**config.mk**
```make
export PLATFORM = sky130hd
export DESIGN_NAME = sobel_edge_packer
export DESIGN_NICKNAME = d
export VERILOG_FILES = /design/src/rtl/sobel_edge_packer.sv
export SDC_FILE = /design/constraint.sdc
export NUM_CORES = 1
export LEC_CHECK = 0
export CAP_MARGIN = 0
export CORE_ASPECT_RATIO = 0.9
export CORE_MARGIN = 5
export CORE_UTILIZATION = 44
export CTS_BUF_LIST = sky130_fd_sc_hd__clkbuf_16
export DETAILED_ROUTE_END_ITERATION = 16
export PLACE_DENSITY = 0.65
export SYNTH_ARGS = -nofsm -noshare
export SYNTH_HDL_FRONTEND = slang
export SYNTH_SLANG_ARGS = --single-unit
```
**constraint.sdc**
```tcl
create_clock -name clk -period 3.1 [get_ports clk]
set_clock_uncertainty 0.05 [all_clocks]
set_input_delay 0.465 -clock clk [delete_from_list [all_inputs] [get_ports clk]]
set_output_delay 0.465 -clock clk [all_outputs]
set_load 0.1 [all_outputs]
```
**src/rtl/sobel_edge_packer.sv**
```systemverilog
// sobel_edge_packer
// Packs the Sobel pixel stream into 1-bit-per-pixel words and buffers them for
// a valid/ready consumer, with frame/line flags and a per-frame edge count.
//
// Ports:
//   clk, rst             clock; synchronous active-high reset
//   valid_s, ready_s     pixel handshake (ready_s = FIFO not full)
//   data_s_sobel [23:0]  Sobel pixel, nonzero means edge
//   valid_m, ready_m     packed word handshake (FIFO head, first-word-fall-through)
//   data_m_word [WORD_W] packed edge bits, pixel k of a word at bit k
//   sof_m/eol_m/eof_m    first word of frame / last word of line / last word of frame
//   edge_count [CNT_W]   edge pixels in the last completed frame
//   frame_done           one-cycle pulse when edge_count updates
module sobel_edge_packer #(
    parameter int IMG_WIDTH  = 640,
    parameter int IMG_HEIGHT = 480,
    parameter int WORD_W     = 32,
    parameter int FIFO_DEPTH = 4,
    parameter int CNT_W      = 20
) (
    input  logic              clk,
    input  logic              rst,
    input  logic              valid_s,
    input  logic [23:0]       data_s_sobel,
    output logic              ready_s,
    output logic              valid_m,
    input  logic              ready_m,
    output logic [WORD_W-1:0] data_m_word,
    output logic              sof_m,
    output logic              eol_m,
    output logic              eof_m,
    output logic [CNT_W-1:0]  edge_count,
    output logic              frame_done
);
    localparam int COL_W = (IMG_WIDTH  > 1) ? $clog2(IMG_WIDTH)  : 1;
    localparam int ROW_W = (IMG_HEIGHT > 1) ? $clog2(IMG_HEIGHT) : 1;
    localparam int BIT_W = (WORD_W     > 1) ? $clog2(WORD_W)     : 1;
    localparam int PTR_W = $clog2(FIFO_DEPTH);
    localparam int ENT_W = WORD_W + 3;

    logic [COL_W-1:0]  col;
    logic [ROW_W-1:0]  row;
    logic [BIT_W-1:0]  bit_idx;
    logic [WORD_W-1:0] pack;
    logic [CNT_W-1:0]  running;

    logic [ENT_W-1:0]  mem [FIFO_DEPTH];
    logic [PTR_W-1:0]  wr_ptr, rd_ptr;
    logic [PTR_W:0]    count;

    logic              full, empty, accept, push, pop, edge_bit;
    logic              last_col, last_row, last_bit, first_word;
    logic [WORD_W-1:0] word_next;
    logic [ENT_W-1:0]  entry, head;

    assign full     = (count == (PTR_W+1)'(FIFO_DEPTH));
    assign empty    = (count == '0);
    assign ready_s  = !full;
    assign accept   = valid_s && ready_s;
    assign pop      = !empty && ready_m;
    assign edge_bit = |data_s_sobel;

    assign last_col = (col == COL_W'(IMG_WIDTH - 1));
    assign last_row = (row == ROW_W'(IMG_HEIGHT - 1));
    assign last_bit = (bit_idx == BIT_W'(WORD_W - 1));
    // Words restart at column 0 of every line, so the first word of a line is
    // the one that closes before column WORD_W.
    assign first_word = (int'(col) < WORD_W);

    assign word_next = pack | (WORD_W'(edge_bit) << bit_idx);
    assign push      = accept && (last_bit || last_col);
    assign entry     = {word_next, (row == '0) && first_word, last_col, last_col && last_row};

    // Gate the head so stale RAM contents never show while empty (and after reset).
    assign head        = empty ? '0 : mem[rd_ptr];
    assign valid_m     = !empty;
    assign data_m_word = head[ENT_W-1:3];
    assign sof_m       = head[2];
    assign eol_m       = head[1];
    assign eof_m       = head[0];

    always_ff @(posedge clk) begin
        if (push) mem[wr_ptr] <= entry;
    end

    always_ff @(posedge clk) begin
        if (rst) begin
            col        <= '0;
            row        <= '0;
            bit_idx    <= '0;
            pack       <= '0;
            running    <= '0;
            edge_count <= '0;
            frame_done <= 1'b0;
            wr_ptr     <= '0;
            rd_ptr     <= '0;
            count      <= '0;
        end else begin
            frame_done <= 1'b0;
            if (accept) begin
                if (push) begin
                    bit_idx <= '0;
                    pack    <= '0;
                end else begin
                    bit_idx <= bit_idx + 1'b1;
                    pack    <= word_next;
                end
                if (last_col) begin
                    col <= '0;
                    row <= last_row ? '0 : row + 1'b1;
                end else begin
                    col <= col + 1'b1;
                end
                if (last_col && last_row) begin
                    edge_count <= running + CNT_W'(edge_bit);
                    running    <= '0;
                    frame_done <= 1'b1;
                end else begin
                    running <= running + CNT_W'(edge_bit);
                end
            end
            if (push) wr_ptr <= wr_ptr + 1'b1;
            if (pop)  rd_ptr <= rd_ptr + 1'b1;
            case ({push, pop})
                2'b10:   count <= count + 1'b1;
                2'b01:   count <= count - 1'b1;
                default: count <= count;
            endcase
        end
    end
endmodule
```
==> flow_summary_export.csv <==
group,metric,value,unit
logic_synthesis,post-synth-top-area-cell,"edfxtp_1",
layout,regArea,6330,sq um
logic_synthesis,synthesis.area,10600,sq um
die,io_pins,86,
critical_path,crit_path_max_fanout,17,
global_routing,grt_pass1_vias,6672,
place,io_buffers,85,
job,maxCapViolations,0,
power_and_ir_drop,ir_drop,0.000348,V
clock_network,cts_made_buffers,25,
place,placed_cells,1195,
critical_path,worstRegToRegCells,11,
clock_network,cts_sinks,246,
logic_synthesis,yosys_most_used_dff,"edfxtp_1",
timing,timing.final.crit_share,86.8,%
logic_synthesis,yosysSeqAreaShare,59.9,%
die,core-area,23500,sq um
routing,wl_per_cell,18.1,um
routing,first_iter_violations,413,
timing,min_period,2.69,ns
global_routing,antenna_found_initial,0,
clock_network,clkTransAtPathRegs,0.06,ns
logic_synthesis,yosysTopAreaCellShare,39.8,%
critical_path,end_kind,"primary output",
die,rows,53,
worst_hold_path,hold_depth,2,
layout,n_antenna_cell,0,
critical_path,cp.buffers_inverters,2,
power_and_ir_drop,switching_share,19.9,%
critical_path,worstSetupPathType,"register to primary output",
worst_hold_path,min_path_type,"primary input to register",
global_routing,grt_pass1_wl,36400,um
timing,report.final.hold_viol_count,0,
die,initial_utilization,45.0,%
clock_network,cts_tree,"yes",
timing,slew-limit-headroom,39.8,%
routing,avgViaCountPerCell,5.47,
critical_path,r2r-end,"count[2]",
layout,nFillCells,1978,
routing,ant_nets,0,
clock_network,ctsHoldBuffers,0,
logic_synthesis,ys_top_cells_by_area,"edfxtp_1 40%, dfxtp_1 20%, mux4_2 7.5%, and2_1 2.8%, nor2_1 2.4%",
timing,rsz0062_at_grt,"false",
critical_path,required,2.58,ns
routing,dr.pass1.iters,4,
die,die_area,27200,sq um
routing,drcViolationCount,0,
layout,stdcell_count,1241,
logic_synthesis,synth.most_common_cell,"edfxtp_1",
logic_synthesis,yosysWarningCount,0,
logic_synthesis,syn_area_per_cell,12.7,sq um
power_and_ir_drop,p_sw,1.34,mW
routing,drt-total-wl,22400,um
outcome,status,"complete, no violations",
critical_path,cp_slowest_stage_delay,0.55,ns
logic_synthesis,synth_common_cells,"140 x edfxtp_1, 106 x dfxtp_1, 67 x nor2_1, 48 x a21oi_1, 48 x and2_1",
clock_network,cts_setup_buffers,0,
critical_path,crit_arrival,2.18,ns
power_and_ir_drop,static-leakage-power,4.62,nW
critical_path,crit_slowest_cell,"mux4_2",
worst_hold_path,hp-start,"rst",
place,place_area,12100,sq um
global_routing,grtUsageTotal,16.4,%
layout,finish.utilization,55.1,%
place,dpl.hpwl,14300,um
routing,vias,6793,
critical_path,reg2reg_from,"bit_idx[0]",
power_and_ir_drop,power.internal,5.38,mW
power_and_ir_drop,power_frac_seq,51.1,%
worst_hold_path,hold_end,"frame_done",
logic_synthesis,synth_fp_nets,871,
die,die_h,157,um
layout,final_cell_area,12900,sq um
global_routing,grt_overflow,0,
die,die_w,173,um
global_routing,grt_max_degree,37,
logic_synthesis,ys_types,59,
timing,worstMarginPinSlew,0.902,ns
timing,slew_viol_final,0,
critical_path,reg2reg_setup_slack,0.45,ns
power_and_ir_drop,pwr_density_cell,520,nW/um^2
clock_network,cts-resized-gates,0,
timing,tns,0,ns
power_and_ir_drop,pwr-share-comb,2.3,%
logic_synthesis,syn_inst,830,
critical_path,path_cells,"buf_4 > mux4_2 > and2_1 > buf_12",
logic_synthesis,async_reset_ff_share,0,%
place,gp_congestion,0.817,
clock_network,clockBufferDepth,3,
critical_path,critical-path-top-delay-family,"multiplexers",
clock_network,clkLatencyLatePin,0.54,ns
power_and_ir_drop,finalPower,6.72,mW
logic_synthesis,ys_ff_latch,246,
layout,multi_input_area,3840,sq um
critical_path,crit_path_start_kind,"register",
logic_synthesis,synth-edff-count,140,
power_and_ir_drop,p_clk_share,46.5,%
clock_network,root_buffer,"clkbuf_16",
timing,setup_viol,0,
layout,nets,961,
layout,synthToLayoutAreaGrowth,22.5,%
clock_network,cts_max_level,1,
layout,layout-drive-gt1-share,20.6,%
timing,fmax,372,MHz
[cells in the final DEF, fill, tap and decap left out, types with 3 or more instances in the layout]
cell,count
a211oi_1,6
a211oi_2,11
a21o_1,17
a21oi_1,48
a22oi_1,4
a31oi_1,18
a41oi_1,16
and2_1,48
and3_1,8
and3_4,3
and4_1,4
buf_12,36
buf_4,58
bufinv_16,5
clkbuf_16,25
clkdlybuf4s50_1,26
clkinv_1,8
dfxtp_1,105
edfxtp_1,140
ha_1,12
inv_1,30
mux2i_1,3
mux4_2,35
nand2_1,19
nand3_1,18
nand3b_1,6
nand4_1,14
nor2_1,67
nor3_1,30
nor3b_1,3
nor4_1,12
o211ai_1,3
o21ai_0,13
or3_1,10
xnor2_1,18
xor2_1,23
[final cells by class]
| cell class | count | share of cell area [%] |
|---|---|---|
| clock buffers | 25 | 4.84 |
| clock inverters | 21 | 1.84 |
| inverters | 27 | 0.784 |
| multi-input cells | 499 | 29.7 |
| flip-flops and latches | 246 | 48.9 |
| well taps | 302 | 2.92 |
| repair buffers | 121 | 11.0 |
[power groups by stage]
stage / combinational [mW] / clock [mW] / sequential (mW)
after floorplan: 0.0882 / 0 / 3.50
final: 0.157 / 3.13 / 3.44
after detailed placement: 0.155 / 0 / 3.51
after CTS: 0.157 / 3.20 / 3.44
after global routing: 0.172 / 3.34 / 3.44
after global placement: 0.156 / 0 / 3.51
[cell families after synthesis]
logic type	Yosys count	synth area share (%)
xor gates and xnor gates	41	3.40
and+or+nand+nor	264	14.3
buffers and inverters	85	3.71
DFF	246	59.9
muxes	38	7.75
AOI/OAI and AO/OA	143	9.31
adders and majority gates	13	1.61
[per-layer routing]
layer  global-route usage [%]  vias up  share of wire, %
li1                         -     3277                 -
met1                     24.4     3333                49
met2                     25.4      158                45
met3                     2.59       25               4.5
met4                     3.95        0               1.6
met5                        0        -                 0
[state kept, by name, summed over array words and instances, names as in the netlist, named ones only]
| signal | count |
|---|---|
| frame_done | 1 |
| mem | 140 |
| wr_ptr | 2 |
| pack | 32 |
| running | 20 |
| col | 10 |
| count | 3 |
| row | 9 |
| bit_idx | 5 |
| edge_count | 20 |
| rd_ptr | 2 |
[worst register-to-register path, delay by kind of cell, from the launching register on]
family | cells | cell delay (ns)
adder cells (fa/ha/maj) | 4 | 1.00
AO/OA/AOI/OAI | 2 | 0.40
buffers and inverters | 2 | 0.12
AND/OR/NAND/NOR | 2 | 0.48
XOR/XNOR | 1 | 0.16
flip-flops | 1 | 0.35
[per-stage QoR]
step / worst slack, ns / hold slack [ns]
floorplan: 0.0647 / 0.392
global placement: 0.133 / 0.405
detailed placement: 0.0829 / 0.418
CTS: 0.367 / 0.362
global route: 0.288 / 0.397
finish: 0.409 / 0.369
[how the worst max path moves through the flow]
stage                startpoint         endpoint  cells past startpoint
2_1_floorplan          count[0]  data_m_word[22]                      4
3_3_place_gp   data_s_sobel[15]   edge_count[14]                     12
3_5_place_dp   data_s_sobel[22]      running[17]                     10
4_1_cts                register            eol_m                      4
5_1_grt                register  data_m_word[27]                      4
6_report               register  data_m_word[16]                      4
Power figures use the tool's default switching activity.
